### src/rtl/mem_arbiter.sv
// Two-port memory arbiter: instruction fetch (IF) and load/store (LS) share one
// single-cycle memory port, one transaction in flight, round-robin on ties.
module mem_arbiter #(
   parameter int ADDR_W = 64,
   parameter int DATA_W = 64
) (
   input  logic                clk,
   input  logic                reset,

   input  logic                if_req_valid,
   output logic                if_req_ready,
   input  logic [ADDR_W-1:0]   if_addr,
   output logic                if_resp_valid,
   input  logic                if_resp_ready,
   output logic [DATA_W-1:0]   if_rdata,

   input  logic                ls_req_valid,
   output logic                ls_req_ready,
   input  logic [ADDR_W-1:0]   ls_addr,
   input  logic                ls_we,
   input  logic [DATA_W-1:0]   ls_wdata,
   input  logic [DATA_W/8-1:0] ls_wmask,
   output logic                ls_resp_valid,
   input  logic                ls_resp_ready,
   output logic [DATA_W-1:0]   ls_rdata,

   output logic [ADDR_W-1:0]   mem_addr,
   output logic                mem_we,
   output logic                mem_ce,
   output logic [DATA_W-1:0]   mem_wdata,
   output logic [DATA_W/8-1:0] mem_wmask,
   input  logic [DATA_W-1:0]   mem_rdata
);

   localparam int MASK_W = DATA_W / 8;

   typedef enum logic [1:0] {
      S_IDLE,
      S_ACCESS,
      S_RESP
   } state_e;

   typedef enum logic {
      OWN_IF = 1'b0,
      OWN_LS = 1'b1
   } owner_e;

   state_e              state_q,      state_d;
   owner_e              owner_q,      owner_d;
   owner_e              last_grant_q, last_grant_d;
   logic [ADDR_W-1:0]   addr_q,       addr_d;
   logic                we_q,         we_d;
   logic [DATA_W-1:0]   wdata_q,      wdata_d;
   logic [MASK_W-1:0]   wmask_q,      wmask_d;
   logic [DATA_W-1:0]   rdata_q,      rdata_d;

   logic grant_if;
   logic grant_ls;
   logic in_access;
   logic in_resp;
   logic owner_resp_ready;

   // Reset is folded into every output so nothing leaks out during the reset cycle.
   assign in_access = (state_q == S_ACCESS) && !reset;
   assign in_resp   = (state_q == S_RESP)   && !reset;

   always_comb begin
      // NOTE: default every always_comb output first so no path infers a latch.
      grant_if = 1'b0;
      grant_ls = 1'b0;
      if ((state_q == S_IDLE) && !reset) begin
         if (if_req_valid && ls_req_valid) begin
            grant_if = (last_grant_q == OWN_LS);
            grant_ls = (last_grant_q == OWN_IF);
         end else begin
            grant_if = if_req_valid;
            grant_ls = ls_req_valid;
         end
      end
   end

   assign if_req_ready = grant_if;
   assign ls_req_ready = grant_ls;

   // The non-owner's resp_ready never influences the FSM.
   assign owner_resp_ready = (owner_q == OWN_IF) ? if_resp_ready : ls_resp_ready;

   always_comb begin
      state_d      = state_q;
      owner_d      = owner_q;
      last_grant_d = last_grant_q;
      addr_d       = addr_q;
      we_d         = we_q;
      wdata_d      = wdata_q;
      wmask_d      = wmask_q;
      rdata_d      = rdata_q;

      unique case (state_q)
         S_IDLE: begin
            if (grant_if) begin
               owner_d      = OWN_IF;
               last_grant_d = OWN_IF;
               addr_d       = if_addr;
               we_d         = 1'b0;
               wdata_d      = '0;
               wmask_d      = '0;
               state_d      = S_ACCESS;
            end else if (grant_ls) begin
               owner_d      = OWN_LS;
               last_grant_d = OWN_LS;
               addr_d       = ls_addr;
               we_d         = ls_we;
               wdata_d      = ls_wdata;
               wmask_d      = ls_wmask;
               state_d      = S_ACCESS;
            end
         end
         S_ACCESS: begin
            rdata_d = we_q ? '0 : mem_rdata;
            state_d = S_RESP;
         end
         S_RESP: begin
            if (owner_resp_ready) begin
               state_d = S_IDLE;
            end
         end
         default: state_d = S_IDLE;
      endcase
   end

   always_ff @(posedge clk) begin
      // NOTE: sequential state uses non-blocking assignments only.
      if (reset) begin
         state_q      <= S_IDLE;
         owner_q      <= OWN_IF;
         last_grant_q <= OWN_LS;
         addr_q       <= '0;
         we_q         <= 1'b0;
         wdata_q      <= '0;
         wmask_q      <= '0;
         rdata_q      <= '0;
      end else begin
         state_q      <= state_d;
         owner_q      <= owner_d;
         last_grant_q <= last_grant_d;
         addr_q       <= addr_d;
         we_q         <= we_d;
         wdata_q      <= wdata_d;
         wmask_q      <= wmask_d;
         rdata_q      <= rdata_d;
      end
   end

   assign mem_ce    = in_access;
   assign mem_we    = in_access && we_q;
   assign mem_addr  = in_access ? addr_q  : '0;
   assign mem_wdata = in_access ? wdata_q : '0;
   assign mem_wmask = in_access ? wmask_q : '0;

   assign if_resp_valid = in_resp && (owner_q == OWN_IF);
   assign ls_resp_valid = in_resp && (owner_q == OWN_LS);
   assign if_rdata      = if_resp_valid ? rdata_q : '0;
   assign ls_rdata      = ls_resp_valid ? rdata_q : '0;

endmodule
### config.mk
export PLATFORM = sky130hd
export DESIGN_NAME = mem_arbiter
export DESIGN_NICKNAME = d
export VERILOG_FILES = /design/src/rtl/mem_arbiter.sv
export SDC_FILE = /design/constraint.sdc
export NUM_CORES = 1
export LEC_CHECK = 0
export CORE_AREA = 2 2 212 214
export CTS_BUF_LIST = sky130_fd_sc_hd__clkbuf_2
export CTS_CLUSTER_SIZE = 40
export DETAILED_ROUTE_END_ITERATION = 8
export DIE_AREA = 0 0 214 216
export GPL_ROUTABILITY_DRIVEN = 1
export SYNTH_ARGS = -nofsm -noshare
export SYNTH_HDL_FRONTEND = slang
export SYNTH_SLANG_ARGS = --single-unit
export TNS_END_PERCENT = 20
### constraint.sdc
create_clock -name clk -period 1.7 [get_ports clk]
set_clock_uncertainty 0.05 [all_clocks]
set_input_delay 0.255 -clock clk [delete_from_list [all_inputs] [get_ports clk]]
set_output_delay 0.255 -clock clk [all_outputs]
set_load 0.01 [all_outputs]
==> results.sh, run 1 <==
export IMPL_status="complete, but fails checks"
export IMPL_failed_checks="setup timing"
export IMPL_min_period_ns=2.80
export IMPL_dr_total_vias=13200
export IMPL_critical_path_max_stage_delay_ns=0.38
export IMPL_p_int_uw=8370
export IMPL_drv_slew=0
export IMPL_grt_pass1_wl_um=74000
export IMPL_yosysWarnings=0
export IMPL_synth_compound_area_frac=0.270
export IMPL_grt_antenna_before_repair=8
export IMPL_regToRegStartpoint="state_q[1]"
export IMPL_fin_crit_sh=1.65
export IMPL_cp_max_fo=8
export IMPL_die_h_um=216
export IMPL_crit_family="buffers and inverters"
export IMPL_synth_area_top_cells="dfxtp_1, and2_1, a21oi_1"
export IMPL_worst_pin_slew_ns=1.13
export IMPL_core_area_um2=43800
export IMPL_synthSimpleGateAreaFrac=0.253
export IMPL_synthCells=1188
export IMPL_hpwl_um=32000
export IMPL_grt_max_degree=89
export IMPL_vdd_drop_max_v=0.000332
export IMPL_cts_path_max_buffers=3
export IMPL_dr_max_layer_used="met4"
export IMPL_power_frac_clock=0.289
export IMPL_cts_root_buffer="clkbuf_2"
export IMPL_synth_top_area_share=0.411
export IMPL_synthMuxAreaShare=0
export IMPL_synth_top_area_cell="dfxtp_1"
export IMPL_synth_distinct_cells=31
export IMPL_cts_max_level=2
export IMPL_rows=77
export IMPL_die_area_um2=46200
export IMPL_rsz0062_at_grt="yes"
export IMPL_arrival_ns=2.50
export IMPL_cts_buffers=57
export IMPL_seqPwrFrac=0.438
export IMPL_r2r_cells=5
export IMPL_drv_cap=0
export IMPL_end_kind="output pin"
export IMPL_grt_pass1_vias=13100
export IMPL_worst_slack_ns=-1.10
export IMPL_synthAdderAreaFrac=0
export IMPL_yosysSeqAreaShare=0.411
export IMPL_ios=541
export IMPL_r2r_slack_ns=-0.37
export IMPL_dr_wl_met3_um=3440
export IMPL_switching_share=0.318
export IMPL_synth_top_cells_by_count="and2_1, dfxtp_1, a21oi_1, clkbuf_1, nand3_1"
export IMPL_drt_pass1_iterations=5
export IMPL_cp_start_kind="flop"
export IMPL_synth_edf_count=0
export IMPL_synth_area_um2=9980
export IMPL_hold_path_class="in -> reg"
export IMPL_gr_total_overflow=0
export IMPL_synthMostInstantiatedCell="and2_1"
export IMPL_drive_above_1_share=0.224
export IMPL_wl_met1_um=20600
export IMPL_slew_headroom=0.248
export IMPL_hold_viol=0
export IMPL_final_cells=2673
export IMPL_critical_path_required_ns=1.39
export IMPL_place_inst=2252
export IMPL_critical_path_startpoint="state_q[1]"
export IMPL_synth_main_ff_cell="dfxtp_1"
export IMPL_p_total_uw=12300
export IMPL_wl_met2_um=26200
export IMPL_cts_sinks=205
export IMPL_gp_congestion=0.840
export IMPL_drc=0
export IMPL_combPwrFrac=0.273
export IMPL_critPathSlowestCell="dfxtp_4"
export IMPL_synth_avg_cell_area_um2=8.40
export IMPL_dr_first_iter_drc_count=894
export IMPL_fmaxAchievable_mhz=357
export IMPL_portBuffers=540
export IMPL_crit_cells=8
export IMPL_r2r_end="addr_q[9]"
export IMPL_p_leak_uw=0.0100
export IMPL_power_per_cell_area_nw_per_um2=596
export IMPL_ant_nets=0
export IMPL_nNetsFinal=2310
export IMPL_cts_tree="done"
export IMPL_path_cells="buf_6, nor3b_4, buf_6, buf_8, clkbuf_16, clkbuf_16, and2_1, buf_2"
export IMPL_critical_path_class="reg -> out"
export IMPL_die_x_um=214
export IMPL_grt_usage=0.200
export IMPL_async_flop_share=0
export IMPL_tns_ns=-310.66
export IMPL_drt_wl_total_um=53000
export IMPL_initial_core_util=0.228
export IMPL_cts_clk_slew_worst_paths_ns=0.12
export IMPL_drt_wirelength_per_cell_um=19.8
export IMPL_power_switching_uw=3900
export IMPL_crit_buf_inv=6
export IMPL_hold_slack_ns=0.128
export IMPL_synth_xor_area_share=0
export IMPL_syn_nets=1459
export IMPL_final_setup_viol_count=471
export IMPL_clock_latency_ns=0.96
export IMPL_pre_cts_ws_ns=-0.489
export IMPL_syn_to_final_growth_pct=106
export IMPL_endpoint="mem_wdata[49]"
export IMPL_synth_top_family_by_area="compound AO/OA/AOI/OAI gates"
export IMPL_viasPerCell=4.94
export IMPL_synth_seq_cells=205
-- power by group through the flow --
| stage | Sequential [uW] | Combinational [uW] | Clock (uW) |
|---|---|---|---|
| floorplan | 5360 | 1170 | 0 |
| global placement | 5450 | 2550 | 0 |
| detailed placement | 5460 | 2570 | 0 |
| CTS | 5350 | 3110 | 3730 |
| global route | 5410 | 3570 | 3970 |
| finish | 5370 | 3360 | 3540 |
-- cells in the final DEF (no fill, tap or decap), drive strengths merged, types with 10 or more instances in the layout --
master	instances
a21oi	139
a22o	64
a311oi	64
and2	265
buf	249
clkbuf	128
clkdlybuf4s50	268
clkinv	12
dfxtp	205
diode	10
dlygate4sd3	271
dlymetal6s2s	107
nand3	73
nand4	64
o21ai	75
o31ai	64
-- what timing repair did --
item,4_1_cts,5_1_grt
hold endpoints to repair,204,0
resized for setup,148,668
buffers inserted,0,30
gates cloned,0,19
pin swaps,0,32
setup endpoints to repair,471,472
hold buffers,271,0
-- kinds of logic after synthesis --
logic type	Yosys count
flops	205
buf+inv	159
compound gates	408
simple gates	416
-- per-stage QoR --
| step | utilization | area (um2) |
|---|---|---|
| detailed placement | 0.378 | 16500 |
| global route | 0.469 | 20600 |
| floorplan | - | 9980 |
| finish | 0.470 | 20600 |
| CTS | 0.451 | 19800 |
| global placement | 0.378 | 16500 |
-- worst min path at each step --
| stage | start | end | slack [ns] | cells after the start |
|---|---|---|---|---|
| 3_3_place_gp | wdata_q[27] | wdata_q[27] | 0.41 | 2 |
| 6_report | reset | last_grant_q | 0.13 | 3 |
| 2_1_floorplan | mem_rdata[0] | rdata_q[0] | 0.33 | 1 |
| 3_5_place_dp | wdata_q[53] | wdata_q[53] | 0.41 | 2 |
| 4_1_cts | reset | wdata_q[25] | -0.03 | 3 |
| 5_1_grt | reset | wmask_q[7] | 0.03 | 3 |
-- state kept, by name, summed over array words and instances, names as in the netlist --
signal and cells:
addr_q 64, last_grant_q 1, owner_q 1, rdata_q 64, state_q 2, wdata_q 64, we_q 1, wmask_q 8
-- metal layers --
metal	up-vias	global-route usage
li1	6080	-
met1	6284	0.225
met2	685	0.347
met3	163	0.0512
met4	0	0.108
met5	-	0
-- area by class of cell --
class | instances | area [um2]
clock inverters | 13 | 75.1
fillers | 4090 | 23200
clock buffers | 78 | 390
multi-input cells | 824 | 5490
diodes | 10 | 25.0
flip-flops and latches | 205 | 4110
repair buffers | 946 | 9730
well taps | 592 | 741
inverters | 5 | 18.8
-- worst min-delay path: cells and delay by family --
| family | cells | cell delay, ns |
|---|---|---|
| buffers and inverters | 2 | 0.47 |
| AND/OR/NAND/NOR | 1 | 0.30 |
No activity file was read; power rests on OpenSTA's default activity.
==> run 2: changes to the inputs <==
==> constraint.sdc (replaced) <==
create_clock -name clk -period 1.7 [get_ports clk]
set_clock_uncertainty 0.05 [all_clocks]
set_input_delay 0.255 -clock clk [delete_from_list [all_inputs] [get_ports clk]]
set_output_delay 0.255 -clock clk [all_outputs]
set_load 0.02 [all_outputs]
==> results.sh, run 2 (same netlist as run 1, synthesis figures left out) <==
export IMPL_crit_path_frequent_cell="buf_6"
export IMPL_grt_antenna_before_repair=10
export IMPL_cts_path_max_buffers=3
export IMPL_critical_path_required_ns=1.39
export IMPL_critPathSlowestCell="dfxtp_4"
export IMPL_tns_ns=-282.77
export IMPL_dr_first_iter_drc_count=1066
export IMPL_clock_latency_ns=0.96
export IMPL_gp_congestion=0.871
export IMPL_cts_buffers=58
export IMPL_p_leak_uw=0.00830
export IMPL_critical_path_class="reg -> out"
export IMPL_failed_checks="setup timing"
export IMPL_final_cells=2666
export IMPL_drt_wirelength_per_cell_um=20.2
export IMPL_cts_root_buffer="clkbuf_2"
export IMPL_arrival_ns=2.53
export IMPL_drt_pass1_iterations=5
export IMPL_critical_path_startpoint="state_q[0]"
export IMPL_mostFrequentLayoutCell="dlygate4sd3_1"
export IMPL_cts_max_level=2
export IMPL_hpwl_um=32800
export IMPL_worst_pin_slew_ns=1.21
export IMPL_cts_sinks=205
export IMPL_viasPerCell=4.98
export IMPL_p_total_uw=12400
export IMPL_hold_path_class="in -> reg"
export IMPL_power_per_cell_area_nw_per_um2=603
export IMPL_cp_max_fo=8
export IMPL_grt_pass1_vias=13400
export IMPL_rsz0062_at_grt="yes"
export IMPL_r2r_end="addr_q[5]"
export IMPL_path_cells="buf_6, nor4bb_4, buf_6, buf_12, clkbuf_16, and2_1, buf_4"
export IMPL_place_inst=2247
export IMPL_grt_pass1_wl_um=78000
export IMPL_cts_clk_slew_worst_paths_ns=0.10
export IMPL_grt_max_degree=67
export IMPL_cts_tree="done"
export IMPL_gr_total_overflow=0
export IMPL_drt_wl_total_um=54000
export IMPL_regToRegStartpoint="state_q[0]"
export IMPL_endpoint="ls_rdata[41]"
export IMPL_fmaxAchievable_mhz=352
export IMPL_reg_largest_list="addr_q (64), rdata_q (64), wdata_q (64)"
export IMPL_fillers=3987
export IMPL_core_area_um2=43800
export IMPL_fin_crit_sh=1.67
export IMPL_worst_slack_ns=-1.14
export IMPL_vdd_drop_max_v=0.000363
export IMPL_die_area_um2=46200
export IMPL_slew_headroom=0.191
export IMPL_initial_core_util=0.228
export IMPL_hold_viol=0
export IMPL_grt_usage=0.214
export IMPL_end_kind="output pin"
export IMPL_status="complete, but fails checks"
export IMPL_final_cell_mix="dlygate4sd3_1, clkdlybuf4s50_1, dfxtp_1"
export IMPL_rows=77
export IMPL_drc=0
export IMPL_die_h_um=216
export IMPL_cp_start_kind="flop"
export IMPL_r2r_slack_ns=-0.21
export IMPL_final_setup_viol_count=466
export IMPL_die_x_um=214
export IMPL_drv_slew=0
export IMPL_portBuffers=540
export IMPL_nNetsFinal=2297
export IMPL_drv_cap=0
export IMPL_critical_path_max_stage_delay_ns=0.36
export IMPL_r2r_cells=5
export IMPL_ios=541
export IMPL_ant_nets=0
export IMPL_drive_above_1_share=0.294
export IMPL_min_period_ns=2.84
export IMPL_syn_to_final_growth_pct=105
export IMPL_dr_total_vias=13300
[run 2: cell count changes in the layout (fill, tap and decap cells not counted), moves of 4 or more]
cell,previous run,this run
and2_4,67,94
dlymetal6s2s_1,107,0
and2_1,198,146
clkbuf_2,117,81
buf_8,5,0
clkdlybuf4s15_2,1,18
clkbuf_4,0,7
buf_12,31,43
and2_2,0,25
clkbuf_16,11,6
buf_4,70,127
buf_6,93,130
buf_16,0,4
clkinv_1,12,19
[run 2: layer usage]
| layer | vias to the layer above | part of all wire | track usage |
|---|---|---|---|
| met1 | 6306 | 0.37 | 0.231 |
| met5 | - | 0 | 0 |
| met4 | 0 | 0.053 | 0.107 |
| met2 | 738 | 0.50 | 0.386 |
| li1 | 6071 | - | - |
| met3 | 167 | 0.076 | 0.0547 |
[run 2: through the flow]
step	hold slack [ns]	util	setup WS (ns)	area, um2
final	0.0999	0.468	-1.14	20500
after CTS	-0.0355	0.468	-1.30	20500
after detailed placement	0.412	0.379	-0.552	16600
after global placement	0.406	0.379	-0.535	16600
after floorplan	0.331	-	-0.0429	10100
after global routing	0.0325	0.468	-1.31	20500
[run 2: final cells by class]
cell class / instances / area [um2] / share of cell area
Antenna cell: 10 / 25.0 / 0.00122
Multi-Input combinational cell: 824 / 5590 / 0.273
Clock inverter: 21 / 106 / 0.00519
Tap cell: 592 / 741 / 0.0361
Sequential cell: 205 / 4110 / 0.201
Inverter: 5 / 18.8 / 0.000916
Clock buffer: 77 / 385 / 0.0188
Timing Repair Buffer: 932 / 9520 / 0.464
[run 2: power by group]
part | total (uW) | internal, uW | leakage (uW) | switching, uW
clock network | 3620 | 1380 | 0.000368 | 2250
registers | 5370 | 5130 | 0.00168 | 237
logic | 3370 | 1850 | 0.00625 | 1520
total | 12400 | 8360 | 0.00830 | 4010
[run 2: repair_timing]
action	CTS	global route
hold buffers	272	0
endpoints found under the hold margin	205	0
buffers inserted	17	9
setup endpoints to repair	460	473
gates resized for setup	984	466
pin swaps	19	6
cloned	10	7
[run 2: worst min-delay path by stage]
stage | cells past startpoint | end | slack, ns | start
after floorplan | 1 | rdata_q[0] | 0.33 | mem_rdata[0]
after global placement | 2 | wdata_q[40] | 0.41 | wdata_q[40]
after detailed placement | 2 | wdata_q[27] | 0.41 | wdata_q[27]
after CTS | 5 | state_q[1] | -0.04 | reset
after global routing | 5 | state_q[1] | 0.03 | reset
final | 5 | state_q[1] | 0.1 | reset
[run 2: critical path, delay by kind of cell (launching register included)]
family / cells / cell delay (ns)
buf+inv: 5 / 0.78
flops: 1 / 0.36
simple gates: 2 / 0.44
